File: config.mk
export PLATFORM = sky130hd
export DESIGN_NAME = servo_move_sequencer_flat
export DESIGN_NICKNAME = d
export VERILOG_FILES = /design/src/rtl/servo_move_sequencer_if.sv /design/src/rtl/servo_move_sequencer.sv /design/src/flat_wrapper.sv
export SDC_FILE = /design/constraint.sdc
export NUM_CORES = 1
export LEC_CHECK = 0
export CAP_MARGIN = 20
export CORE_ASPECT_RATIO = 0.5
export CORE_MARGIN = 2
export CORE_UTILIZATION = 24
export CTS_BUF_LIST = sky130_fd_sc_hd__clkbuf_8
export DETAILED_ROUTE_END_ITERATION = 8
export RECOVER_POWER = 25
export SLEW_MARGIN = 20
export SYNTH_ARGS = -nofsm -noshare
export SYNTH_HDL_FRONTEND = slang
export SYNTH_SLANG_ARGS = --single-unit
File: constraint.sdc
create_clock -name clk -period 3.2 [get_ports clk]
set_clock_uncertainty 0.2 [all_clocks]
set_input_delay 0.8 -clock clk [delete_from_list [all_inputs] [get_ports clk]]
set_output_delay 0.8 -clock clk [all_outputs]
set_load 0.03 [all_outputs]
File: src/rtl/servo_move_sequencer_if.sv
// rtl/servo_move_sequencer_if.sv - move command handshake bundle for servo_move_sequencer
interface servo_move_sequencer_if #(
  parameter int DUR_W = 12
);
  logic             cmd_valid;
  logic             cmd_ready;
  logic [2:0]       cmd_dir;
  logic [DUR_W-1:0] cmd_ms;

  modport master (output cmd_valid, output cmd_dir, output cmd_ms, input cmd_ready);
  modport slave  (input cmd_valid, input cmd_dir, input cmd_ms, output cmd_ready);
endinterface

File: src/rtl/servo_move_sequencer.sv
// rtl/servo_move_sequencer.sv - queued timed-motion sequencer driving the servo controller
module servo_move_sequencer #(
  parameter int TICK_CYCLES = 50000,
  parameter int SETTLE_MS   = 20,
  parameter int DEPTH       = 4,
  parameter int DUR_W       = 12
) (
  input  logic                   clk,
  input  logic                   resetn,
  servo_move_sequencer_if.slave  cmd,
  input  logic                   abort,
  output logic [2:0]             direction,
  output logic                   useServo,
  output logic                   busy,
  output logic                   done,
  output logic [$clog2(DEPTH):0] queue_count
);
  localparam int AW = $clog2(DEPTH);
  localparam int PW = (TICK_CYCLES > 1) ? $clog2(TICK_CYCLES) : 1;

  typedef enum logic [1:0] {S_IDLE, S_RUN, S_SETTLE} state_t;

  state_t           state_q, state_d;
  logic [PW-1:0]    presc_q, presc_d;
  logic [DUR_W-1:0] ms_q, ms_d;
  logic             init_q;
  logic             servo_d, done_d;
  logic [2:0]       dir_d;

  logic [2:0]       fifo_dir [DEPTH];
  logic [DUR_W-1:0] fifo_ms  [DEPTH];
  logic [AW-1:0]    wr_ptr, rd_ptr;
  logic [AW:0]      count_q;
  logic             push, pop;
  logic [2:0]       head_dir, exec_dir;
  logic [DUR_W-1:0] head_ms;
  logic             tick, last_ms;

  assign cmd.cmd_ready = !abort && (count_q < (AW+1)'(DEPTH));
  assign push          = cmd.cmd_valid && cmd.cmd_ready;
  assign head_dir      = fifo_dir[rd_ptr];
  assign head_ms       = fifo_ms[rd_ptr];
  // Reserved codes are kept in the queue but drive the wheels as stop.
  assign exec_dir      = (head_dir > 3'd4) ? 3'd0 : head_dir;
  assign tick          = (presc_q == PW'(TICK_CYCLES - 1));
  assign last_ms       = (ms_q == DUR_W'(1));
  assign busy          = (state_q != S_IDLE) || (count_q != '0);
  assign queue_count   = count_q;

  always_ff @(posedge clk) begin
    if (push) begin
      fifo_dir[wr_ptr] <= cmd.cmd_dir;
      fifo_ms[wr_ptr]  <= cmd.cmd_ms;
    end
  end

  always_ff @(posedge clk or negedge resetn) begin
    if (!resetn) begin
      wr_ptr  <= '0;
      rd_ptr  <= '0;
      count_q <= '0;
    end else if (abort) begin
      wr_ptr  <= '0;
      rd_ptr  <= '0;
      count_q <= '0;
    end else begin
      if (push) wr_ptr <= wr_ptr + AW'(1);
      if (pop)  rd_ptr <= rd_ptr + AW'(1);
      case ({push, pop})
        2'b10:   count_q <= count_q + (AW+1)'(1);
        2'b01:   count_q <= count_q - (AW+1)'(1);
        default: count_q <= count_q;
      endcase
    end
  end

  always_ff @(posedge clk or negedge resetn) begin
    if (!resetn) state_q <= S_IDLE;
    else         state_q <= state_d;
  end

  always_comb begin
    state_d = state_q;
    if (abort) begin
      state_d = S_IDLE;
    end else begin
      case (state_q)
        S_IDLE:   if (count_q != '0 && head_ms != '0) state_d = S_RUN;
        S_RUN:    if (tick && last_ms) state_d = (SETTLE_MS == 0) ? S_IDLE : S_SETTLE;
        S_SETTLE: if (tick && last_ms) state_d = S_IDLE;
        default:  state_d = S_IDLE;
      endcase
    end
  end

  // The settle interval reuses ms_left, reloaded with SETTLE_MS at the stop edge.
  always_comb begin
    pop     = 1'b0;
    servo_d = 1'b0;
    done_d  = 1'b0;
    dir_d   = direction;
    presc_d = presc_q;
    ms_d    = ms_q;
    if (abort) begin
      servo_d = 1'b1;
      dir_d   = 3'd0;
      presc_d = '0;
    end else begin
      case (state_q)
        S_IDLE: begin
          presc_d = '0;
          if (count_q != '0) begin
            pop = 1'b1;
            if (head_ms != '0) begin
              dir_d   = exec_dir;
              servo_d = 1'b1;
              ms_d    = head_ms;
            end else begin
              done_d = 1'b1;
            end
          end
        end
        S_RUN, S_SETTLE: begin
          presc_d = tick ? '0 : presc_q + PW'(1);
          if (tick) begin
            ms_d = ms_q - DUR_W'(1);
            if (last_ms && state_q == S_RUN) begin
              dir_d   = 3'd0;
              servo_d = 1'b1;
              done_d  = 1'b1;
              ms_d    = DUR_W'(SETTLE_MS);
            end
          end
        end
        default: presc_d = '0;
      endcase
    end
    // First edge out of reset latches stop downstream; the queue is empty then.
    if (init_q) begin
      servo_d = 1'b1;
      dir_d   = 3'd0;
    end
  end

  always_ff @(posedge clk or negedge resetn) begin
    if (!resetn) begin
      presc_q   <= '0;
      ms_q      <= '0;
      init_q    <= 1'b1;
      direction <= 3'd0;
      useServo  <= 1'b0;
      done      <= 1'b0;
    end else begin
      presc_q   <= presc_d;
      ms_q      <= ms_d;
      init_q    <= 1'b0;
      direction <= dir_d;
      useServo  <= servo_d;
      done      <= done_d;
    end
  end
endmodule

File: src/flat_wrapper.sv
// flat-port wrapper written by rule: the top's interface ports become plain ports
module servo_move_sequencer_flat 
#(
  parameter int TICK_CYCLES = 50000,
  parameter int SETTLE_MS   = 20,
  parameter int DEPTH       = 4,
  parameter int DUR_W       = 12
)
  (clk, resetn, abort, direction, useServo, busy, done, queue_count, cmd_cmd_valid, cmd_cmd_dir, cmd_cmd_ms, cmd_cmd_ready);
  servo_move_sequencer_if #(.DUR_W(DUR_W)) cmd_i ();
  input  logic clk;
  input  logic resetn;
  input  logic abort;
  output logic [2:0] direction;
  output logic useServo;
  output logic busy;
  output logic done;
  output logic [$clog2(DEPTH):0] queue_count;
  input wire logic [$bits(cmd_i.cmd_valid)-1:0] cmd_cmd_valid;
  input wire logic [$bits(cmd_i.cmd_dir)-1:0] cmd_cmd_dir;
  input wire logic [$bits(cmd_i.cmd_ms)-1:0] cmd_cmd_ms;
  output wire logic [$bits(cmd_i.cmd_ready)-1:0] cmd_cmd_ready;
  assign cmd_i.cmd_valid = cmd_cmd_valid;
  assign cmd_i.cmd_dir = cmd_cmd_dir;
  assign cmd_i.cmd_ms = cmd_cmd_ms;
  assign cmd_cmd_ready = cmd_i.cmd_ready;
  servo_move_sequencer #(.TICK_CYCLES(TICK_CYCLES), .SETTLE_MS(SETTLE_MS), .DEPTH(DEPTH), .DUR_W(DUR_W)) u_core (.clk(clk), .resetn(resetn), .cmd(cmd_i), .abort(abort), .direction(direction), .useServo(useServo), .busy(busy), .done(done), .queue_count(queue_count));
endmodule
==> summary.md, run 1 <==
| Metric | Value |
|---|---|
| Mean post-synth cell area | ~14 µm² |
| Layout area overhead | 17.8% |
| CP Capture Type | output port |
| CTS Buf Count | 9 |
| XOR/XNOR Fraction of Synth Area | about 3.1% |
| Final std cells w/o fill | about 670 |
| WL final | about 9500 µm |
| Initial antenna violation count | 1 |
| Simple-gate area share of the yosys netlist | 13.2% |
| Post-synth EDFFs | 60 |
| Largest net degree at the start of global routing | 30 |
| Setup Fix Bufs, Post-CTS | 0 |
| Seq/Total Area, Yosys | between 60% and 70% |
| Syn Std Cell Area | 0.00478 mm² |
| Top cells by area, synth | edfxtp_1 38%, dfrtp_1 22%, mux4_2 4.2% |
| Initial Util | 24.5% |
| DR pass1 iterations | 4 |
| Chip height | just over 100 µm |
| Status | finished with violations |
| Post-DRT Antenna Nets | 0 |
| Fillers | just under 2000 |
| # H-tree levels | 3 |
| Root Buffer | clkbuf_8 |
| Syn_nets | a little under 400 |
| Num rows | 36 |
| Unique masters post-synth | between 50 and 60 |
| Layout net count | around 420 |
| Setup TNS | 0 ps |
| Ys Warns | 0 |
| Routed vias/inst | around 4.4 |
| Wire per inst | 14.3 µm |
| Req. time, crit path | about 2200 ps |
| Cells after Synth | 354 |
| Residual DRC count | 0 |
| Critical Path, Cell by Cell | inv_1, ha_1, nand2_1, clkdlybuf4s50_1 |
| Mux contribution to synthesized area | under 10% |
| Relative slew slack | -4.55% |
| Hold_buf cts | 0 |
| Post-DP HPWL | about 6400 µm |
| CTS tree | built |
| Fin Hold WS | between 200 and 300 ps |
| Maximum clock path buffer count | 2 |
| Post-Synth Adder-Cell Area | around 3.3% |
| Area of the die | around 0.021 mm² |
| Peak supply drop | about 220 µV |
| GP Congestion | between 0.7 and 0.8 |
| Vias in the first global route | about 3000 |
| Compound-cell area share of the yosys netlist | between 8 and 9% |
| Ports | 29 |
| Clk_lat worst skew | between 300 and 400 ps |
| Share of cells above drive strength 1 | 12.8% |
| Design Area, Final | about 0.0056 mm² |
| Max Cap Viol | 1 |
| Placed Cells | about 650 |
| Slew Viols, Final | 30 |
| CORE AREA | ~0.020 mm² |
| DRT iter0 DRCs | roughly 280 |
| Crit path arrival time | just under 2000 ps |
| RSZ-0062 raised after global routing | no |
| Sequential Area | 0.00288 mm² |
| Worst slew pin tran | 1570 ps |
| Final setup fails | 0 |
| Worst Path Max Fanout | 9 |
| Area of the multi-input gates | roughly 0.0018 mm² |
| Pleak | around 0.0020 µW |
| Fin crit period | 2950 ps |
| Fmax achieved | between 0.3 and 0.4 GHz |
| Failing checks | capacitance limit, slew limit |
| Largest family of logic cells by synthesized area | simple AND/OR/NAND/NOR gates |
| Crit share post-route | between 90% and 100% |
| Pwr Density | 662 mW/mm² |
| First-pass GRT wire length | between 15000 and 20000 µm |
| Fin. Hold Viols | 0 |
| Post-synth top flop | edfxtp_1 |
| Async SR Flop Fraction | 41.7% |
| CP max stage cell | clkdlybuf4s50_1 |
| Synth Register Bits | 103 |
| PortBufs | 28 |
| Grt total ovfl | 0 |
| Synth top area share | 37.7% |
| Crit start category | flip-flop |
| Die width | approximately 200 µm |
| Setup CP Type | flip-flop to output port |
| Cell taking the most area after synthesis | edfxtp_1 |
| Post-CTS Resized | 0 |
| Clock Sinks | just over 100 |
| Worst-path clk slew | roughly 100 ps |
| Global-route usage over all layers | 9.46% |
| Hold Path Class | flip-flop to flip-flop |
| Cell Area, Placed | roughly 0.0054 mm² |
| Total number of vias | 2953 |
| Max incr delay on CP | between 600 and 700 ps |
## logic make-up after synthesis
family | after synthesis
xor gates and xnor gates | 17
and+or+nand+nor | 113
adders and majority gates | 12
buffers and inverters | 36
muxes | 19
AOI/OAI and AO/OA | 53
DFF | 103
other | 1
## metrics by stage
| stage | setup WS, ps | total power (µW) | utilization, % |
|---|---|---|---|
| floorplan | 566 | 2600 | - |
| global placement | 301 | 2950 | 27.9 |
| detailed placement | 289 | 2970 | 27.9 |
| CTS | 212 | 3780 | 28.9 |
| global route | 132 | 3970 | 28.9 |
| finish | 254 | 3730 | 28.9 |
## worst max-delay path, delay by kind of cell, from the launching register on
| kind | cells | cell delay, ps |
|---|---|---|
| simple gates | 1 | 100 |
| buf+inv | 2 | 710 |
| flops | 1 | 420 |
| fa+ha+maj | 1 | 350 |
## registers in the layout (all words and copies together) (netlist names)
| name | flops |
|---|---|
| u_core.ms_q | 12 |
| u_core.state_q | 2 |
| u_core.wr_ptr | 2 |
| u_core.done | 1 |
| u_core.useServo | 1 |
| u_core.fifo_ms | 48 |
| u_core.presc_q | 16 |
| u_core.init_q | 1 |
| u_core.queue_count | 3 |
| u_core.rd_ptr | 2 |
| u_core.direction | 3 |
| u_core.fifo_dir | 12 |
## routing by layer
metal	wire [µm]	part of all wire (%)	track usage, %
met1	4570	48	12.6
met4	102	1.1	3.13
met3	321	3.4	2.14
met2	4530	48	15.3
met5	0	0	0
## cells in the mapped netlist, drive strengths merged, types with 2 or more instances
master  instances
mux2            3
nor4bb          2
nor3b           2
a21oi           4
xnor2           8
or2b            2
mux4           15
edfxtp         60
nor2b           2
o31ai           4
nand3           9
nand2b          3
dfrtp          42
clkbuf         12
or3             3
o22ai           5
o21ai           5
a22o            8
nand2          12
o41ai           2
xor2            9
nand4           6
nor2           33
or2             2
o211ai         10
and2            9
a32o            2
a22oi           2
o21a            2
nor3            8
ha             11
and3            6
inv            20
o32ai           4
buf             4
nor4           11
## final cells by class
class	instances	area share, %
Tap cell	266	5.90
Multi-Input combinational cell	215	31.0
Antenna cell	1	0.0444
Inverter	20	1.33
Sequential cell	103	51.1
Timing Repair Buffer	44	7.17
Clock inverter	7	1.24
Clock buffer	9	2.20
## power by group
group          total (µW)  switching [µW]  internal, µW
registers            1710             132          1570
clock network         800             493           306
logic                1230             692           536
## cell usage in the layout, fill, tap and decap left out, drive strengths merged, types with 6 or more instances in the layout
| master | n |
|---|---|
| buf | 17 |
| o211ai | 10 |
| ha | 11 |
| and2 | 9 |
| nor2 | 33 |
| nand3 | 9 |
| dfrtp | 42 |
| nor4 | 11 |
| nor3 | 8 |
| clkbuf | 10 |
| nand2 | 12 |
| edfxtp | 60 |
| inv | 24 |
| dlygate4sd3 | 7 |
| clkdlybuf4s50 | 19 |
| mux4 | 15 |
| xnor2 | 8 |
| and3 | 6 |
| a22o | 8 |
| nand4 | 6 |
| xor2 | 9 |
## path summary, 6_finish.rpt
| check | cells after the start | from | endpoint | slack [ps] |
|---|---|---|---|---|
| worst max-delay path | 4 | u_core.state_q[1] | busy | 250 |
| worst min-delay path | 1 | u_core.presc_q[0] | u_core.presc_q[0] | 280 |
| worst max register to register | 5 | u_core.ms_q[9] | u_core.direction[2] | 410 |
| worst min register to register | 1 | u_core.presc_q[0] | u_core.presc_q[0] | 280 |
| max in group asynchronous | 1 | resetn | u_core.state_q[0] | 1280 |
| min in group asynchronous | 1 | resetn | u_core.presc_q[12] | 600 |
Power figures use the tool's default switching activity.
==> run 2: changes to the inputs <==
TNS_END_PERCENT = 100   (was default)
==> results of run 2 <==
Final layout, timing and power as in run 1 (identical DEF).
==> run 3: changes to the inputs <==
PLACE_DENSITY = 0.5   (was default)
==> summary.md, run 3 (synthesized netlist as in run 1, its figures left out) <==
| Metric | Value |
|---|---|
| Num rows | 36 (unchanged) |
| Max Cap Viol | 1 (unchanged) |
| Layout net count | 430 (+1.4%) |
| PnR worst setup slack | 228 ps (-25.7 ps) |
| CP top delay family | buffers and inverters |
| Status | finished with violations |
| Crit start category | flip-flop |
| Post-DRT Antenna Nets | 0 (unchanged) |
| Fin crit period | 2970 ps (+25.7 ps) |
| Hold_buf cts | 0 (unchanged) |
| Slew Viols, Final | 0 (-100%) |
| Largest Register | u_core.fifo_ms |
| Grt total ovfl | 0 (unchanged) |
| Die width | 204 µm (unchanged) |
| Worst slew pin tran | 1500 ps (-69.3 ps) |
| Failing checks | capacitance limit |
| Worst-path clk slew | 100 ps (about the same) |
| Critical Path Start | u_core.state_q[1] |
| CP max stage cell | clkdlybuf4s50_1 |
| Clock Sinks | 103 (unchanged) |
| FF-to-FF Start | u_core.rd_ptr[0] |
| Fmax achieved | 0.336 GHz (-0.87%) |
| Vias in the first global route | 2915 (-2.5%) |
| Terminus of the critical flop-to-flop path | u_core.direction[2] |
| # H-tree levels | 3 (unchanged) |
| Setup Fix Bufs, Post-CTS | 0 (unchanged) |
| GP Congestion | 0.731 (-3.7%) |
| Worst Path Max Fanout | 9 (unchanged) |
| Pre-CTS setup slack | 191 ps (-98.7 ps) |
| Number of flip-flops in the largest register | 48 (unchanged) |
| Global-route usage over all layers | 9.65% (+0.19 points) |
| Maximum clock path buffer count | 2 (unchanged) |
| Most frequent cells in the layout | 60 x edfxtp_1, 42 x dfrtp_1, 33 x nor2_1 |
| Most common cell after layout, fill and taps aside | edfxtp_1 |
| Relative slew slack | 0.0713% (+4.6 points) |
| CP Capture Type | output port |
| Root Buffer | clkbuf_8 |
| CORE AREA | 0.0195 mm² (unchanged) |
| Chip height | 104 µm (unchanged) |
| RSZ-0062 raised after global routing | no |
| DRT iter0 DRCs | 169 (-39%) |
| Routed vias/inst | 4.36 (-1.8%) |
| Placed Cells | 654 (+0.93%) |
| Req. time, crit path | 2200 ps (about the same) |
| Critical path destination | busy |
| Clk_lat worst skew | 360 ps (about the same) |
| Crit path arrival time | 1970 ps (+20 ps) |
| Pwr Density | 659 mW/mm² (-0.44%) |
| Antenna Cells | 0 (-1) |
| CTS Buf Count | 9 (unchanged) |
| Setup TNS | 0 ps (unchanged) |
| Hold Path Class | flip-flop to flip-flop |
| Share of cells above drive strength 1 | 13.4% (+0.55 points) |
| CTS tree | built |
| Setup CP Type | flip-flop to output port |
| WL final | 9670 µm (+1.6%) |
| Post-CTS Resized | 0 (unchanged) |
| Regs by FF count | u_core.fifo_ms (48), u_core.presc_q (16) |
| Max incr delay on CP | 610 ps (about the same) |
| Fin. Hold Viols | 0 (unchanged) |
| Final std cells w/o fill | 670 (+0.75%) |
| Initial Util | 24.5% (unchanged) |
| Crit path buf inv count | 2 (unchanged) |
| Final setup fails | 0 (unchanged) |
| PortBufs | 28 (unchanged) |
| Crit share post-route | 92.9% (+0.80 points) |
| Critical Path, Cell by Cell | inv_1, ha_1, nand2_1, clkdlybuf4s50_1 |
| Area of the die | 0.0212 mm² (unchanged) |
| DR pass1 iterations | 4 (unchanged) |
| Pleak | 0.00203 µW (+0.66%) |
| R2R Setup Slk | 380 ps (-30 ps) |
| Peak supply drop | 234 µV (+6.4%) |
| Layout area overhead | 18.0% |
| Residual DRC count | 0 (unchanged) |
| FF-to-FF path depth | 6 (+1) |
| Ports | 29 (unchanged) |
| Total number of vias | 2921 (-1.1%) |
| Fin util | 28.9% (+0.038 points) |
| Wire per inst | 14.4 µm (+0.87%) |
| Critical path depth | 4 (unchanged) |
| Design Area, Final | 0.00565 mm² (+0.13%) |
| Post-DP HPWL | 6500 µm (+1.4%) |
| Largest net degree at the start of global routing | 28 (-6.7%) |
| Initial antenna violation count | 0 (-1) |
| Cell Area, Placed | 0.00548 mm² (+0.60%) |
| First-pass GRT wire length | 16100 µm (+1.7%) |
-- run 3: cell types whose count changed in the layout (fill, tap and decap cells not counted), moves of 2 or more --
cell	before	now
buf_4	16	21
clkdlybuf4s50_1	19	23
dlygate4sd3_1	7	3
clkbuf_1	1	3
-- run 3: final cells by class --
type | instances | area (µm²)
clock inverters | 7 | 55.1
fillers | 1983 | 13900
repair buffers | 50 | 429
clock buffers | 9 | 124
well taps | 266 | 333
flip-flops and latches | 103 | 2880
multi-input cells | 215 | 1750
inverters | 20 | 75.1
-- run 3: where the power goes --
group          internal, µW  total (µW)  switching [µW]  leakage, µW
logic                   547        1230             687     0.000827
clock network           295         767             472    0.0000977
registers              1570        1720             146      0.00111
total                  2420        3720            1310      0.00203
-- run 3: worst min path at each step --
stage / depth (start not counted) / start / to / slack [ps]
floorplan: 1 / u_core.presc_q[0] / u_core.presc_q[0] / 230
CTS: 1 / resetn / u_core.presc_q[5] / 240
detailed placement: 1 / u_core.presc_q[0] / u_core.presc_q[0] / 260
finish: 1 / u_core.presc_q[0] / u_core.presc_q[0] / 270
global placement: 1 / u_core.presc_q[0] / u_core.presc_q[0] / 260
global route: 1 / u_core.presc_q[0] / u_core.presc_q[0] / 290
-- run 3: through the flow --
step	hold WS (ps)	power, µW
finish	271	3720
global route	291	3960
CTS	242	3780
detailed placement	258	2990
global placement	257	2990
floorplan	233	2600
-- run 3: per-layer routing --
layer / track usage [%] / wire [µm] / part of all wire (%)
met5: 0 / 0 / 0
met1: 13.9 / 4990 / 52
met3: 2.42 / 266 / 2.8
met4: 2.35 / 38 / 0.39
met2: 14.5 / 4380 / 45
